**config.mk**
```make
export PLATFORM = sky130hd
export DESIGN_NAME = dmem_lsu
export DESIGN_NICKNAME = d
export VERILOG_FILES = /design/src/rtl/dmem_lsu.sv
export SDC_FILE = /design/constraint.sdc
export NUM_CORES = 1
export LEC_CHECK = 0
export ABC_CLOCK_PERIOD_IN_PS = 1700
export BUFFER_PORTS_ARGS = -buffer_cell sky130_fd_sc_hd__buf_2
export CAP_MARGIN = 25
export CORE_UTILIZATION = 40
export CTS_BUF_LIST = sky130_fd_sc_hd__clkbuf_4
export DETAILED_ROUTE_END_ITERATION = 10
export PLACE_DENSITY = 0.75
export SLEW_MARGIN = 20
export SYNTH_ARGS = -nofsm -noshare
export SYNTH_HDL_FRONTEND = slang
export SYNTH_SLANG_ARGS = --single-unit
```
**constraint.sdc**
```tcl
create_clock -name clock -period 1.7 [get_ports clock]
set_input_delay 0.17 -clock clock [delete_from_list [all_inputs] [get_ports clock]]
set_output_delay 0.17 -clock clock [all_outputs]
set_load 0.05 [all_outputs]
```
**src/rtl/dmem_lsu.sv**
```systemverilog
// Load/store unit: turns core byte/half/word requests into aligned word accesses on a
// single-port data memory, with read-modify-write for sub-word stores.
module dmem_lsu #(
    parameter int XLEN   = 32,
    parameter int AWIDTH = 10
) (
    input  logic              clock,
    input  logic              reset,
    input  logic              req_valid,
    output logic              req_ready,
    input  logic              req_wen,
    input  logic [1:0]        req_size,
    input  logic              req_unsigned,
    input  logic [XLEN-1:0]   req_addr,
    input  logic [XLEN-1:0]   req_wdata,
    output logic              rsp_valid,
    output logic [XLEN-1:0]   rsp_rdata,
    output logic              rsp_err,
    output logic              mem_en,
    output logic              mem_wen,
    output logic [AWIDTH-3:0] mem_addr,
    output logic [XLEN-1:0]   mem_wdata,
    input  logic [XLEN-1:0]   mem_rdata
);

    typedef enum logic [2:0] {
        S_IDLE,
        S_LOAD,
        S_MERGE,
        S_DONE,
        S_ERR
    } state_t;

    localparam logic [1:0] SZ_BYTE = 2'b00;
    localparam logic [1:0] SZ_HALF = 2'b01;
    localparam logic [1:0] SZ_WORD = 2'b10;

    state_t              r_state;
    state_t              w_state_next;
    logic [1:0]          r_size;
    logic                r_unsigned;
    logic [1:0]          r_off;
    logic [AWIDTH-3:0]   r_waddr;
    logic [15:0]         r_wdata;

    logic                w_can_accept;
    logic                w_accept;
    logic                w_misaligned;
    logic [3:0]          w_lane_sel;
    logic [XLEN-1:0]     w_merged;
    logic [7:0]          w_byte;
    logic [15:0]         w_half;
    logic [XLEN-1:0]     w_load_data;
    logic                w_unused;

    assign w_unused = ^req_addr[XLEN-1:AWIDTH];

    // Reset low must block acceptance immediately, not just after the state register clears.
    assign w_can_accept = reset && (r_state != S_MERGE);
    assign req_ready    = w_can_accept;
    assign w_accept     = req_valid && w_can_accept;

    assign w_misaligned = (req_size == 2'b11)
                       || ((req_size == SZ_HALF) && req_addr[0])
                       || ((req_size == SZ_WORD) && (req_addr[1:0] != 2'b00));

    // Byte store hits one lane; half store hits the pair selected by the offset's upper bit.
    generate
        for (genvar gi = 0; gi < 4; gi++) begin : g_lane
            assign w_lane_sel[gi] = (r_size == SZ_BYTE) ? (r_off == 2'(gi))
                                                        : (r_off[1] == 1'(gi / 2));
            assign w_merged[8*gi +: 8] = !w_lane_sel[gi] ? mem_rdata[8*gi +: 8]
                                       : (r_size == SZ_BYTE) ? r_wdata[7:0]
                                       : r_wdata[8*(gi % 2) +: 8];
        end
    endgenerate

    assign w_byte = mem_rdata[{r_off, 3'b000} +: 8];
    assign w_half = r_off[1] ? mem_rdata[31:16] : mem_rdata[15:0];

    always_comb begin
        w_load_data = mem_rdata;
        case (r_size)
            SZ_BYTE: w_load_data = {{(XLEN-8){~r_unsigned & w_byte[7]}}, w_byte};
            SZ_HALF: w_load_data = {{(XLEN-16){~r_unsigned & w_half[15]}}, w_half};
            default: w_load_data = mem_rdata;
        endcase
    end

    always_comb begin
        w_state_next = S_IDLE;
        mem_en       = 1'b0;
        mem_wen      = 1'b0;
        mem_addr     = '0;
        mem_wdata    = '0;
        rsp_valid    = 1'b0;
        rsp_rdata    = '0;
        rsp_err      = 1'b0;

        case (r_state)
            S_LOAD: begin
                rsp_valid = 1'b1;
                rsp_rdata = w_load_data;
            end
            S_DONE: rsp_valid = 1'b1;
            S_ERR: begin
                rsp_valid = 1'b1;
                rsp_err   = 1'b1;
            end
            default: ;
        endcase

        if (r_state == S_MERGE) begin
            w_state_next = S_DONE;
            if (reset) begin
                mem_en    = 1'b1;
                mem_wen   = 1'b1;
                mem_addr  = r_waddr;
                mem_wdata = w_merged;
            end
        end else if (w_accept) begin
            if (w_misaligned) begin
                w_state_next = S_ERR;
            end else begin
                mem_en   = 1'b1;
                mem_addr = req_addr[AWIDTH-1:2];
                if (!req_wen) begin
                    w_state_next = S_LOAD;
                end else if (req_size == SZ_WORD) begin
                    mem_wen      = 1'b1;
                    mem_wdata    = req_wdata;
                    w_state_next = S_DONE;
                end else begin
                    w_state_next = S_MERGE;
                end
            end
        end
    end

    always_ff @(posedge clock or negedge reset) begin
        if (!reset) begin
            r_state    <= S_IDLE;
            r_size     <= SZ_BYTE;
            r_unsigned <= 1'b0;
            r_off      <= 2'b00;
            r_waddr    <= '0;
            r_wdata    <= '0;
        end else begin
            r_state <= w_state_next;
            if (w_accept) begin
                r_size     <= req_size;
                r_unsigned <= req_unsigned;
                r_off      <= req_addr[1:0];
                r_waddr    <= req_addr[AWIDTH-1:2];
                r_wdata    <= req_wdata[15:0];
            end
        end
    end

endmodule

```
==> impl_metrics.yaml, run 1 <==
floorplan:
  die_y_um: 86.4
  io_pins: 180
  fp.dieW_um: 86.4
  std_cell_rows: 30
  start_util_pct: 41.7
synth:
  synth_area_leaders: "dfrtp_1 28%, mux2i_1 14%, mux2_2 11%, a21o_1 6.9%, a22o_1 4.9%"
  synth_edf_count: 0
  syn_nets: 417
  ys_types: 38
  synth-seq-area-share_pct: 28.1
  yosys.area.top_type: "dfrtp_1"
  syn_area_per_cell_um2: 9.07
  ys_async_sr_fraction_pct: 100
  syn_inst: 314
  ys.flop_type: "dfrtp_1"
  yosysMostFrequentCell: "mux2i_1"
  yosysWarnings: 0
  synthesis.area_mm2: 0.00285
  synth_commonest_cells: "40 x mux2i_1, 32 x dfrtp_1, 29 x mux2_2"
  synth_top_area_share_pct: 28.1
  yosys_register_bits: 32
global_route:
  grt_use_total_pct: 70.5
  grt.overflow.total: 3
  grt_max_degree: 22
sta:
  worst-ep-kind: "primary output"
  worstEndpointGrtRepair: "rsp_rdata[13]"
outcome:
  error: "[ERROR GRT-0232] Routing congestion too high. Check the congestion heatmap in the GUI."
  status: "stopped before the end"
  failing_step: "global routing"
cts:
  cts.sinks: 32
  clk_path_buf_depth: 2
  clockRootBuffer: "clkbuf_4"
  cts_buffers: 5
  h-tree-depth: 2
place:
  dp_hpwl_um: 8490
  io_buffers: 157
  postPlaceCellArea_mm2: 0.00484
  gp_congestion: 0.887
[per-stage QoR]
| step | cells | worst slack [ns] | TNS, ns |
|---|---|---|---|
| 4_1_cts | 643 | -0.578 | -36.42 |
| 3_5_place_dp | 610 | -0.458 | -20.91 |
| 3_3_place_gp | 609 | -0.647 | -23.46 |
| 2_1_floorplan | 314 | -0.172 | -3.43 |
[layer usage]
layer | track usage (%) | GRT overflow
met5 | 4.90 | 0
met4 | 70.2 | 3
met3 | 53.1 | 0
met2 | 91.0 | 0
met1 | 70.1 | 0
[kinds of logic after synthesis]
| kind of cell | count (synthesis) | synth area share, % |
|---|---|---|
| simple gates | 59 | 10.3 |
| mux | 69 | 25.5 |
| compound gates | 113 | 29.3 |
| flops | 32 | 28.1 |
| buf+inv | 41 | 6.76 |
[timing repair]
| action | CTS |
|---|---|
| gates resized for setup | 267 |
| pin swaps | 24 |
| buffers inserted | 24 |
| setup endpoints to repair | 85 |
| hold endpoints to repair | 32 |
| gates cloned | 5 |
| hold buffers | 1 |
==> run 2, diff against run 1 <==
==> config.mk (replaced) <==
export PLATFORM = sky130hd
export DESIGN_NAME = dmem_lsu
export DESIGN_NICKNAME = d
export VERILOG_FILES = /design/src/rtl/dmem_lsu.sv
export SDC_FILE = /design/constraint.sdc
export NUM_CORES = 1
export LEC_CHECK = 0
export ABC_CLOCK_PERIOD_IN_PS = 2200
export BUFFER_PORTS_ARGS = -buffer_cell sky130_fd_sc_hd__buf_2
export CAP_MARGIN = 25
export CORE_UTILIZATION = 35
export DETAILED_ROUTE_END_ITERATION = 10
export PLACE_DENSITY_LB_ADDON = 0.15
export SLEW_MARGIN = 20
export SYNTH_ARGS = -nofsm -noshare
export SYNTH_HDL_FRONTEND = slang
export SYNTH_SLANG_ARGS = --single-unit
==> constraint.sdc (replaced) <==
create_clock -name clock -period 2.2 [get_ports clock]
set_input_delay 0.22 -clock clock [delete_from_list [all_inputs] [get_ports clock]]
set_output_delay 0.22 -clock clock [all_outputs]
set_load 0.05 [all_outputs]
==> run 2 against run 1 <==
Against the previous run:
- the run now ends clean
- synthesized area unchanged
- synthesized cell count unchanged
==> impl_metrics.yaml, run 2 <==
routing:
  dr.max_layer_used: "met4"
  vias: 3273
  drc: 0
  routed-wl-met3_um: 648
  drt_iter0_drc: 124
  met1_length_um: 4700
  wirelength_um: 10800
  vias_per_cell: 5.60
  wl_per_cell_um: 18.5
  wl_met2_um: 5270
  ant_nets: 0
  first_pass_iters: 6
cts:
  cts_buffers: 5
  cts.sinks: 32
  clk_pin_slew_ns: 0.08
  clk_path_buf_depth: 2
  clock_latency_ns: 0.29
  h-tree-depth: 2
  cts_tree: "done"
  clockRootBuffer: "clkbuf_8"
worst_setup_path:
  worst_ep_arrival_time_ns: 1.97
  worst-r2r-cell-count: 5
  slowest_delay_ns: 0.43
  crit_buf_inv: 2
  critPathLaunchType: "flop"
  crit_type: "reg2out"
  critPathTopFamily: "simple AND/OR/NAND/NOR gates"
  cp_slowest_cell: "dfrtp_2"
  worst_ep_required_time_ns: 1.98
  path_depth: 6
  cp_cell_sequence: "nor3b_4 -> a211oi_2 -> and4_4 -> clkbuf_16 -> o2bb2ai_1 -> buf_4"
  end_kind: "output pin"
  path_max_fanout: 8
synth:
  synth_commonest_cells: "40 x mux2i_1, 32 x dfrtp_1, 29 x mux2_2"
  synth_edf_count: 0
  synth-seq-area-share_pct: 28.1
  yosysWarnings: 0
  synth_top_area_share_pct: 28.1
  syn_area_per_cell_um2: 9.07
  yosysMostFrequentCell: "mux2i_1"
  yosys.area.top_type: "dfrtp_1"
  syn_inst: 314
  yosys_register_bits: 32
  syn_nets: 417
  synthesis.area_mm2: 0.00285
  synth_area_leaders: "dfrtp_1 28%, mux2i_1 14%, mux2_2 11%, a21o_1 6.9%, a22o_1 4.9%"
  ys_async_sr_fraction_pct: 100
  ys.flop_type: "dfrtp_1"
  ys_types: 38
outcome:
  status: "finished, final reports clean"
final_layout:
  largest_registers: "r_wdata x16, r_waddr x8, r_state x3"
  utilization_pct: 57.0
  largest_reg_flops: 16
  regMostFlops: "r_wdata"
  nets: 584
  final_common_cell: "buf_2"
  drive_above_1_share_pct: 53.1
  antenna_cells: 0
  synthToLayoutAreaGrowth_pct: 56.2
  final_cell_mix: "116 x buf_2, 41 x buf_4, 39 x mux2i_1"
global_route:
  antenna_found_initial: 0
  grt_use_total_pct: 23.8
  grt.overflow.total: 0
  grt_pass1_wl_um: 15900
  grt_max_degree: 33
  grt_pass1_vias: 3050
sta:
  clock.fmax_ghz: 0.457
  setup_viol: 0
  hold_viol: 0
  period_share_pct: 99.4
  layout_min_cycle_time_ns: 2.19
  slew_viol_final: 0
  skew_ns: 0.00622
  worst-slew-pin-transition_ns: 0.452
  maxSlewHeadroom_pct: 69.9
  rsz0062_at_grt: "true"
  timing.hold.ws_ns: 0.0847
  setup_tns_ns: 0
place:
  gp_congestion: 0.870
  dp_hpwl_um: 7640
  io_buffers: 157
min_path:
  hold_path_class: "in2async"
floorplan:
  die_y_um: 92.2
  std_cell_rows: 32
  fp.dieW_um: 92.2
  start_util_pct: 36.5
  io_pins: 180
  core_mm2: 0.00781
  die_area_mm2: 0.00850
power_and_ir_drop:
  powerDensity_mw_per_mm2: 838
  peakVddDrop_uv: 435
  p_leak_nw: 2.39
  power.total_w: 0.00373
job:
  maxCapViolCount: 0
## run 2: routing by layer
metal | vias to the layer above | global-route usage [%]
li1 | 1514 | -
met1 | 1607 | 30.6
met2 | 138 | 41.2
met3 | 14 | 3.90
met4 | 0 | 6.25
met5 | - | 0
## run 2: worst paths after layout
kind,start,slack (ns),to
max,r_state[1],0.01,mem_wdata[0]
min,reset,0.08,r_wdata[12]
max reg2reg,r_state[1],0.62,r_waddr[5]
min reg2reg,r_waddr[4],0.51,r_waddr[4]
max in group asynchronous,reset,1.63,r_state[1]
min in group clock,req_addr[1],0.16,r_off[1]
## run 2: per-stage QoR
step           worst slack, ns  instance area [um^2]  instances
2_1_floorplan           -0.401                  2870        314
3_3_place_gp            0.0608                  3850        567
3_5_place_dp            0.0397                  3850        567
4_1_cts                -0.0534                  4200        577
5_1_grt                -0.0666                  4450        584
6_report                0.0131                  4450        584
## run 2: final cells by class
class | instances | area, um^2
Clock inverter | 1 | 30.0
Inverter | 13 | 48.8
Sequential cell | 32 | 808
Timing Repair Buffer | 187 | 1280
Multi-Input combinational cell | 242 | 2060
Tap cell | 102 | 128
Clock buffer | 7 | 96.3
Fill cell | 734 | 3360
## run 2: logic make-up after synthesis
family          after synthesis  share of synthesized area, %
flops                        32                          28.1
simple gates                 59                          10.3
compound gates              113                          29.3
mux                          69                          25.5
buf+inv                      41                          6.76
## run 2: power by group
part	internal [W]	switching (W)
combinational	0.000835	0.00136
clock	0.000400	0.000243
sequential	0.000733	0.000155
total	0.00197	0.00176
## run 2: what timing repair did
action | in CTS | in global routing
setup buffers | 1 | 2
pin swaps | 5 | 6
setup endpoints to repair | 57 | 62
resized for setup | 68 | 40
hold endpoints to repair | 2 | 0
hold buffers | 1 | 0
gates cloned | 0 | 5
Power figures use the tool's default switching activity.
==> run 3, diff against run 2 <==
--- a/config.mk
+++ b/config.mk
@@ -5,6 +5,7 @@
 export SDC_FILE = /design/constraint.sdc
 export NUM_CORES = 1
 export LEC_CHECK = 0
+export ABC_AREA = 1
 export ABC_CLOCK_PERIOD_IN_PS = 2200
 export BUFFER_PORTS_ARGS = -buffer_cell sky130_fd_sc_hd__buf_2
 export CAP_MARGIN = 25
==> run 3 against run 2 <==
Against the previous run:
- clock skew barely moved
- synthesized cell count rose by 71%
- largest cell class unchanged
- design area fell by 3.2%
- sequential power fell by 10%
==> impl_metrics.yaml, run 3 <==
final_layout:
  antenna_cells: 0
  regMostFlops: "r_wdata"
  final_cell_mix: "174 x nand2_1, 124 x buf_2, 90 x o21ai_0"
  synthToLayoutAreaGrowth_pct: 40.1
  drive_above_1_share_pct: 30.2
  largest_registers: "r_wdata x16, r_waddr x8, r_state x3"
  nets: 790
  final_common_cell: "nand2_1"
  fillers: 925
  largest_reg_flops: 16
sta:
  slew_viol_final: 0
  setup_viol: 0
  skew_ns: 0.00633
  hold_viol: 0
  rsz0062_at_grt: "true"
  maxSlewHeadroom_pct: 73.1
  clock.fmax_ghz: 0.476
  period_share_pct: 95.5
  timing.hold.ws_ns: 0.140
  layout_min_cycle_time_ns: 2.10
  worst-slew-pin-transition_ns: 0.402
  worst_slack_ns: 0.0997
routing:
  wl_per_cell_um: 14.8
  vias: 4149
  wirelength_um: 11700
  ant_nets: 0
  drt_iter0_drc: 286
  first_pass_iters: 5
  vias_per_cell: 5.23
  drc: 0
synth:
  muxShareOfSynthArea_pct: 0
  yosys_register_bits: 32
  yosysMostFrequentCell: "nand2_1"
  synth_top_family_by_area: "simple AND/OR/NAND/NOR gates"
  synth_top_area_share_pct: 26.0
  syn_nets: 641
  ys_async_sr_fraction_pct: 100
  yosys.area_share.xor_xnor_pct: 0
  syn_inst: 538
  synth_commonest_cells: "176 x nand2_1, 93 x o21ai_0, 57 x inv_1"
  ys.flop_type: "dfrtp_1"
  ys_types: 23
  synth_edf_count: 0
  synth_compound_area_share_pct: 22.0
  syn_area_per_cell_um2: 5.72
  synthSimpleGateAreaFrac_pct: 39.3
  synthesis.area_mm2: 0.00308
  synthAdderAreaFrac_pct: 0
  synth_area_leaders: "dfrtp_1 26%, nand2_1 21%, o21ai_0 15%, inv_1 7.0%, nand4_1 6.5%"
  synth-seq-area-share_pct: 26.0
  yosysWarnings: 0
  yosys.area.top_type: "dfrtp_1"
job:
  maxCapViolCount: 0
cts:
  clockRootBuffer: "clkbuf_8"
  clk_pin_slew_ns: 0.07
  cts.sinks: 32
  clk_path_buf_depth: 2
  postCtsSetupBuffers: 0
  cts_buffers: 5
  cts_tree: "done"
  h-tree-depth: 2
  clock_latency_ns: 0.30
floorplan:
  io_pins: 180
  start_util_pct: 36.9
  die_y_um: 95.7
  fp.dieW_um: 95.7
  die_area_mm2: 0.00917
  core_mm2: 0.00834
  std_cell_rows: 33
global_route:
  grt.busiest_layer: "met2"
  antenna_found_initial: 0
  grt_use_total_pct: 24.5
  grt_pass1_vias: 3593
  use_met3_pct: 3.95
  use_met2_pct: 38.9
  gr-usage-met1_pct: 33.4
  grt_pass1_wl_um: 17100
  grt_max_degree: 63
  grt.overflow.total: 0
worst_setup_path:
  worst_ep_required_time_ns: 1.98
  worst_ep_arrival_time_ns: 1.88
  path_max_fanout: 15
  end_kind: "output pin"
  critPathLaunchType: "flop"
  crit_type: "reg2out"
place:
  pre_cts_ws_ns: 0.278
  dp_hpwl_um: 8800
  io_buffers: 157
  gp_congestion: 0.882
outcome:
  status: "finished, final reports clean"
power_and_ir_drop:
  powerDensity_mw_per_mm2: 751
  power.total_w: 0.00324
  p_leak_nw: 2.43
  peakVddDrop_uv: 326
min_path:
  hold_path_class: "in2reg"
[run 3: changes by cell type after synthesis, sizes merged, moves of 16 or more]
| cell | delta |
|---|---|
| nand3 | +19 |
| o2bb2ai | -16 |
| mux2i | -40 |
| nand2 | +159 |
| o21ai | +68 |
| a22o | -16 |
| nand4 | +32 |
| mux2 | -29 |
| inv | +48 |
| a21o | -26 |
| nor2 | +24 |
[run 3: worst paths after layout]
check / start / endpoint / slack (ns) / cells after the start
worst min-delay path: req_wdata[8] / r_wdata[8] / 0.14 / 3
worst max register to register: r_state[0] / r_off[1] / 0.83 / 7
worst min register to register: r_wdata[14] / r_wdata[14] / 0.48 / 2
max in group asynchronous: reset / r_waddr[2] / 0.92 / 3
worst max-delay path: r_size[0] / rsp_rdata[24] / 0.1 / 10
min in group asynchronous: reset / r_wdata[8] / 0.54 / 3
[run 3: per-stage QoR]
| stage | util [%] | area (um^2) | instances | TNS, ns |
|---|---|---|---|---|
| 2_1_floorplan | - | 3080 | 538 | -0.736 |
| 3_3_place_gp | 47.8 | 3990 | 781 | 0 |
| 3_5_place_dp | 47.8 | 3990 | 781 | 0 |
| 4_1_cts | 50.0 | 4170 | 791 | 0 |
| 5_1_grt | 51.7 | 4310 | 793 | -0.109 |
| 6_report | 51.7 | 4310 | 793 | 0 |
[run 3: final cells by class]
type	count	area, um^2	area share, %
repair buffers	176	1080	25.2
flip-flops and latches	32	803	18.6
repair inverters	1	7.51	0.174
well taps	105	131	3.05
multi-input cells	409	1930	44.8
clock buffers	5	68.8	1.60
clock inverters	3	42.5	0.987
inverters	62	239	5.55
[run 3: power breakdown]
group / leakage (nW) / switching, W / internal, W
registers: 0.396 / 0.0000901 / 0.000707
logic: 1.98 / 0.00134 / 0.000519
clock network: 0.0541 / 0.000245 / 0.000335
[run 3: critical path, cell delays in order, from the launching register on]
cell     delay, ns
dfrtp_1       0.43
inv_1         0.10
nand2_2       0.08
nor2_4        0.17
nand2_2       0.08
nand2_2       0.08
nand2_4       0.09
nand2_2       0.10
nand2_4       0.11
nor2_1        0.13
buf_4         0.22
[run 3: metal layers]
metal	vias up	part of all wire [%]
li1	2063	-
met1	1872	44
met2	193	46
met3	21	7.9
met4	0	2.3
met5	-	0
[run 3: logic make-up (layout without fill, tap and decap cells)]
family | after synthesis | in the layout
buffers and inverters | 97 | 247
AO/OA/AOI/OAI | 127 | 127
AND/OR/NAND/NOR | 282 | 282
flip-flops | 32 | 32
[run 3: repair_timing]
action | in CTS | in global routing
resized for setup | 20 | 39
gates cloned | 0 | 2
hold buffers | 2 | 0
hold endpoints to repair | 8 | 0
endpoints found under the setup margin | 20 | 68
